<file path="src/rtl/rv32i_pkg.sv">
// Shared RV32I load/store definitions: funct3 encodings, LSU state type and
// small helpers for lane masks and split detection.
package rv32i_pkg;

  localparam logic [2:0] F3_B  = 3'd0;
  localparam logic [2:0] F3_H  = 3'd1;
  localparam logic [2:0] F3_W  = 3'd2;
  localparam logic [2:0] F3_BU = 3'd4;
  localparam logic [2:0] F3_HU = 3'd5;

  typedef enum logic [1:0] {
    LSU_IDLE = 2'd0,
    LSU_ACC0 = 2'd1,
    LSU_ACC1 = 2'd2,
    LSU_RESP = 2'd3
  } lsu_state_t;

  function automatic logic f3_legal(input logic we, input logic [2:0] f3);
    if (we) return (f3 == F3_B) || (f3 == F3_H) || (f3 == F3_W);
    return (f3 == F3_B) || (f3 == F3_H) || (f3 == F3_W) ||
           (f3 == F3_BU) || (f3 == F3_HU);
  endfunction

  // size is funct3[1:0]: 0 byte, 1 half, 2 word
  function automatic logic [3:0] lane_mask(input logic [1:0] size);
    case (size)
      2'd0:    return 4'b0001;
      2'd1:    return 4'b0011;
      default: return 4'b1111;
    endcase
  endfunction

  function automatic logic needs_split(input logic [1:0] size, input logic [1:0] off);
    return ((size == 2'd2) && (off != 2'd0)) || ((size == 2'd1) && (off == 2'd3));
  endfunction

endpackage

</file>
<file path="src/rtl/lsu_ctrl_load_align.sv">
// Load result formatting: byte-shift a (possibly two-word) little-endian
// window down by the address offset, then sign- or zero-extend.
module lsu_load_align
  import rv32i_pkg::*;
(
  input  logic [2:0]  funct3,
  input  logic [1:0]  offset,
  input  logic [63:0] raw,
  output logic [31:0] rdata
);

  logic [31:0] shifted;

  always_comb begin
    shifted = 32'(raw >> {offset, 3'b000});
    case (funct3)
      F3_B:    rdata = {{24{shifted[7]}}, shifted[7:0]};
      F3_H:    rdata = {{16{shifted[15]}}, shifted[15:0]};
      F3_W:    rdata = shifted;
      F3_BU:   rdata = {24'b0, shifted[7:0]};
      F3_HU:   rdata = {16'b0, shifted[15:0]};
      default: rdata = '0;
    endcase
  end

endmodule

</file>
<file path="src/rtl/lsu_ctrl.sv">
// Load/store unit controller: one request at a time, misaligned word/half
// accesses split into two consecutive word accesses with address wrap.
module lsu_ctrl
  import rv32i_pkg::*;
#(
  parameter int unsigned AWIDTH = 10
) (
  input  logic              clk,
  input  logic              rst,
  input  logic              req_valid,
  output logic              req_ready,
  input  logic              req_we,
  input  logic [2:0]        req_funct3,
  input  logic [31:0]       req_addr,
  input  logic [31:0]       req_wdata,
  output logic              resp_valid,
  output logic [31:0]       resp_rdata,
  output logic              resp_err,
  output logic              mem_en,
  output logic              mem_we,
  output logic [AWIDTH-1:0] mem_addr,
  output logic [31:0]       mem_wdata,
  output logic [3:0]        mem_wstrb,
  input  logic [31:0]       mem_rdata
);

  lsu_state_t        state;
  logic              we_q;
  logic              err_q;
  logic              split_q;
  logic [2:0]        f3_q;
  logic [1:0]        off_q;
  logic [AWIDTH-1:0] waddr_q;
  logic [31:0]       wdata_q;
  logic [31:0]       buf_q;
  logic [63:0]       st_data;
  logic [7:0]        st_strb;
  logic [63:0]       ld_raw;
  logic [31:0]       ld_data;
  logic              unused_addr_hi;

  // Byte address bits above the attached memory simply alias.
  assign unused_addr_hi = ^req_addr[31:AWIDTH+2];

  // Gated by rst so the handshake is low while reset is held.
  assign req_ready = rst && (state == LSU_IDLE);

  always_ff @(posedge clk or negedge rst) begin
    if (!rst) begin
      state   <= LSU_IDLE;
      we_q    <= 1'b0;
      err_q   <= 1'b0;
      split_q <= 1'b0;
      f3_q    <= '0;
      off_q   <= '0;
      waddr_q <= '0;
      wdata_q <= '0;
      buf_q   <= '0;
    end else begin
      case (state)
        LSU_IDLE: begin
          if (req_valid) begin
            we_q    <= req_we;
            f3_q    <= req_funct3;
            off_q   <= req_addr[1:0];
            waddr_q <= req_addr[AWIDTH+1:2];
            wdata_q <= req_wdata;
            err_q   <= !f3_legal(req_we, req_funct3);
            split_q <= needs_split(req_funct3[1:0], req_addr[1:0]);
            state   <= f3_legal(req_we, req_funct3) ? LSU_ACC0 : LSU_RESP;
          end
        end
        LSU_ACC0: state <= split_q ? LSU_ACC1 : LSU_RESP;
        LSU_ACC1: begin
          buf_q <= mem_rdata;
          state <= LSU_RESP;
        end
        default:  state <= LSU_IDLE;
      endcase
    end
  end

  // Store bytes/strobes spilling past lane 3 land in the second word.
  assign st_data = {32'b0, wdata_q} << {off_q, 3'b000};
  assign st_strb = {4'b0, lane_mask(f3_q[1:0])} << off_q;
  assign ld_raw  = split_q ? {mem_rdata, buf_q} : {32'b0, mem_rdata};

  lsu_load_align u_align (
    .funct3 (f3_q),
    .offset (off_q),
    .raw    (ld_raw),
    .rdata  (ld_data)
  );

  always_comb begin
    mem_en     = 1'b0;
    mem_we     = 1'b0;
    mem_addr   = '0;
    mem_wdata  = '0;
    mem_wstrb  = '0;
    resp_valid = 1'b0;
    resp_err   = 1'b0;
    resp_rdata = '0;
    case (state)
      LSU_ACC0: begin
        mem_en   = 1'b1;
        mem_we   = we_q;
        mem_addr = waddr_q;
        if (we_q) begin
          mem_wdata = st_data[31:0];
          mem_wstrb = st_strb[3:0];
        end
      end
      LSU_ACC1: begin
        mem_en   = 1'b1;
        mem_we   = we_q;
        mem_addr = waddr_q + AWIDTH'(1);
        if (we_q) begin
          mem_wdata = st_data[63:32];
          mem_wstrb = st_strb[7:4];
        end
      end
      LSU_RESP: begin
        resp_valid = 1'b1;
        resp_err   = err_q;
        resp_rdata = (err_q || we_q) ? '0 : ld_data;
      end
      default: ;
    endcase
  end

endmodule

</file>
<file path="config.mk">
export PLATFORM = sky130hd
export DESIGN_NAME = lsu_ctrl
export DESIGN_NICKNAME = d
export VERILOG_FILES = /design/src/rtl/rv32i_pkg.sv /design/src/rtl/lsu_ctrl_load_align.sv /design/src/rtl/lsu_ctrl.sv
export SDC_FILE = /design/constraint.sdc
export NUM_CORES = 1
export LEC_CHECK = 0
export ABC_AREA = 0
export BUFFER_PORTS_ARGS = -buffer_cell sky130_fd_sc_hd__buf_2
export CAP_MARGIN = 5
export CELL_PAD_IN_SITES_DETAIL_PLACEMENT = 1
export CELL_PAD_IN_SITES_GLOBAL_PLACEMENT = 1
export CORE_ASPECT_RATIO = 0.5
export CORE_MARGIN = 4
export CORE_UTILIZATION = 36
export DETAILED_ROUTE_END_ITERATION = 8
export PLACE_DENSITY = 0.75
export SYNTH_ARGS = -nofsm -noshare
export SYNTH_HDL_FRONTEND = slang
export SYNTH_SLANG_ARGS = --single-unit
</file>
<file path="constraint.sdc">
create_clock -name clk -period 2.46 [get_ports clk]
set_input_delay 0.492 -clock clk [delete_from_list [all_inputs] [get_ports clk]]
set_output_delay 0.492 -clock clk [all_outputs]
set_load 0.02 [all_outputs]
</file>
==> reports/results.txt <==
Failing checks: setup timing
Largest net degree at the start of global routing: 63
DIE HEIGHT: 101 um
Via-to-Cell Ratio: 5.76
Initial core utilization: 37.3%
Initial antenna violation count: 1
Wire length on met2: 12.9 mm
Die Area: 0.0195 mm2
Final setup violation count: 75
Synth Net Count: 744
DRT Pass-1 Iters: 5
Achievable Freq: 0.344 GHz
Leakage power: 4.07 nW
First-pass GRT wire length: 38.5 mm
Final Slew Violations: 0
Register area share after synthesis: 33.9%
Routed length per placed instance: 23.9 um
CTS Sinks: 84
Synthesized area: 0.00620 mm2
Gpl congestion: 0.781
Ratio of cells with drive above 1 in the final layout: 58.9%
Worst-path fanout max: 16
Gr ovfl total: 0
Total of max-cap violations: 0
Critical path's slowest cell: or4_4
Setup crit end kind: output port
FF-to-FF setup slack: 380 ps
Post-synthesis register bit count: 84
Fin Hold WS: 228 ps
Post-synth top flop: dfrtp_1
Clk_skew: 7.86 ps
Post-synthesis cell count: 636
IO Count: 186
Vias in the first global route: 6705
Core Footprint: 0.0166 mm2
Crit share post-route: 118%
DP Area: 0.00754 mm2
Slew headroom: 45.9%
Final WL: 25.9 mm
Min Tclk post-route: 2900 ps
Clock Latency Late Sink: 350 ps
FILL cells: 1785
Clock root buffer: clkbuf_16
Slowest Stage Delay on Critical Path: 510 ps
Clk buf depth: 2
Post-synth EDFFs: 0
Top sig layer: met5
Async SR Flop Fraction: 100%
Post-DP HPWL: 15.2 mm
Std-Cell Rows: 33
Setup repair after global routing missed its margin: true
Pwr per Cell Area: 1470 mW/mm2
PortBufs: 165
Worst-Margin Slew: 812 ps
# H-tree levels: 3
Met3 wire length: 1.25 mm
Initial DRC Count: 309
Ys Warns: 0
Final setup margin: -443 ps
Crit Path Category: register to output port
Reg2reg path depth: 9
Final hold violation count: 0
Cts-stage hold buffer count: 0
DR DRC count: 0
Crit path cell chain: ha_2 > or4b_4 > or4_4 > buf_12 > o211ai_1 > buf_4
Critical path launch point type: register
Final layout net count: 957
TritonCTS Buffers: 9
Required @ worst endpoint: 1970 ps
CTS clock-pin slew for the worst setup and hold paths: 70 ps
Die X: 194 um
CTS tree: done
Maximum vdd drop: 0.606 mV
Met1 wire length: 10.9 mm
Layout area overhead: 53.2%
Status: complete, but fails checks
Cell variety after synth: 46
Routed Antenna Nets: 0
Tot GR Track Use: 24.7%
Via count: 6235
Mapped Avg Cell Area: 9.75 um2
Hold crit path type: input port to asynchronous set/reset pin
WP data arrival: 2410 ps
Cell area after layout: 0.00950 mm2
==> through the flow <==
step                power, mW  std cells  util (%)  worst slack, ps  TNS (ps)
floorplan                7.24        636         -             -128     -2040
finish                   14.0       1082      57.1             -443    -21690
global route             14.7       1081      57.1             -502    -26420
global placement         9.04       1023      45.3             -161     -2700
CTS                      12.7       1069      53.8             -439    -12780
detailed placement       9.32       1023      45.3             -186     -3610
==> layout make-up <==
cell class | count | area [um2] | share of cell area [%]
Multi-Input combinational cell | 484 | 4420 | 46.6
Timing Repair Buffer | 260 | 2300 | 24.2
Sequential cell | 84 | 2110 | 22.2
Tap cell | 227 | 284 | 2.99
Clock buffer | 11 | 253 | 2.66
Clock inverter | 5 | 83.8 | 0.882
Inverter | 10 | 48.8 | 0.514
Antenna cell | 1 | 2.50 | 0.0263
==> worst max-delay path, delay by kind of cell (launching register included) <==
| family | cells | cell delay, ps |
|---|---|---|
| fa+ha+maj | 1 | 210 |
| buf+inv | 2 | 360 |
| simple gates | 2 | 1000 |
| flops | 1 | 380 |
| compound gates | 1 | 110 |
==> worst paths after layout <==
check	startpoint	to
setup / recovery	state[1]$_DFFE_PN0P_	resp_rdata[20]
hold / removal	rst	waddr_q[1]$_DFFE_PN0P_
setup reg to reg	state[0]$_DFFE_PN0P_	buf_q[2]$_DFFE_PN0P_
hold reg to reg	buf_q[1]$_DFFE_PN0P_	buf_q[1]$_DFFE_PN0P_
max in group asynchronous	rst	off_q[0]$_DFFE_PN0P_
min in group clk	req_wdata[4]	wdata_q[4]$_DFFE_PN0P_
==> cells in the mapped netlist, drive strengths merged, types with 3 or more instances <==
library cell	number	share of area, %
a211oi	8	0.97
a21boi	12	1.5
a21o	4	0.48
a21oi	42	3.4
a22oi	11	1.3
a2bb2oi	7	0.99
a31oi	3	0.30
and2	11	1.1
and3	4	0.40
buf	23	1.8
clkbuf	35	2.1
dfrtp	84	34
ha	5	1.0
inv	10	0.61
mux2	104	19
mux2i	56	9.0
mux4	8	2.9
nand2	53	3.2
nand2b	8	0.81
nand3	11	0.89
nand4	7	0.71
nor2	26	1.6
nor2b	9	0.91
nor3	10	0.81
o211ai	26	4.0
o21ai	27	2.2
o22a	8	1.1
o22ai	3	0.30
o2bb2ai	5	0.71
==> cells in the final DEF, fill, tap and decap left out, types with 18 or more instances in the layout <==
| cell | Yosys | layout |
|---|---|---|
| nor2_1 | 26 | 18 |
| buf_4 | 1 | 82 |
| a21oi_1 | 42 | 23 |
| buf_6 | 1 | 52 |
| buf_2 | 12 | 100 |
| nand2_1 | 53 | 47 |
| mux2i_1 | 56 | 44 |
| o21ai_0 | 27 | 24 |
| dfrtp_1 | 84 | 81 |
| mux2_2 | 104 | 100 |
==> flip-flops by register name, indices dropped and copies added (netlist names), 2 cells and up <==
name     count
wdata_q     32
off_q        2
waddr_q     10
buf_q       32
f3_q         3
state        2
==> cell families after synthesis <==
logic type | synth area share (%)
multiplexers | 30.8
AO/OA/AOI/OAI | 17.9
AND/OR/NAND/NOR | 11.3
flip-flops | 33.9
buffers and inverters | 4.54
adder cells (fa/ha/maj) | 1.01
XOR/XNOR | 0.565
==> report_power, final <==
group          switching, mW  leakage, nW  internal (mW)  total, mW
registers              0.702        0.988           2.11       2.81
clock network          0.617        0.158          0.948       1.57
logic                   4.82         2.92           4.79       9.61
==> routing by layer <==
metal,up-vias,track usage (%)
met3,61,4.94
li1,2780,-
met1,3182,31.0
met2,210,43.0
met4,2,8.75
met5,-,0
==> what timing repair did <==
action | CTS | global route
cloned | 8 | 4
resized for setup | 197 | 94
pin swaps | 30 | 27
setup endpoints to repair | 77 | 78
setup buffers | 22 | 8
(Power assumes the default switching activity.)
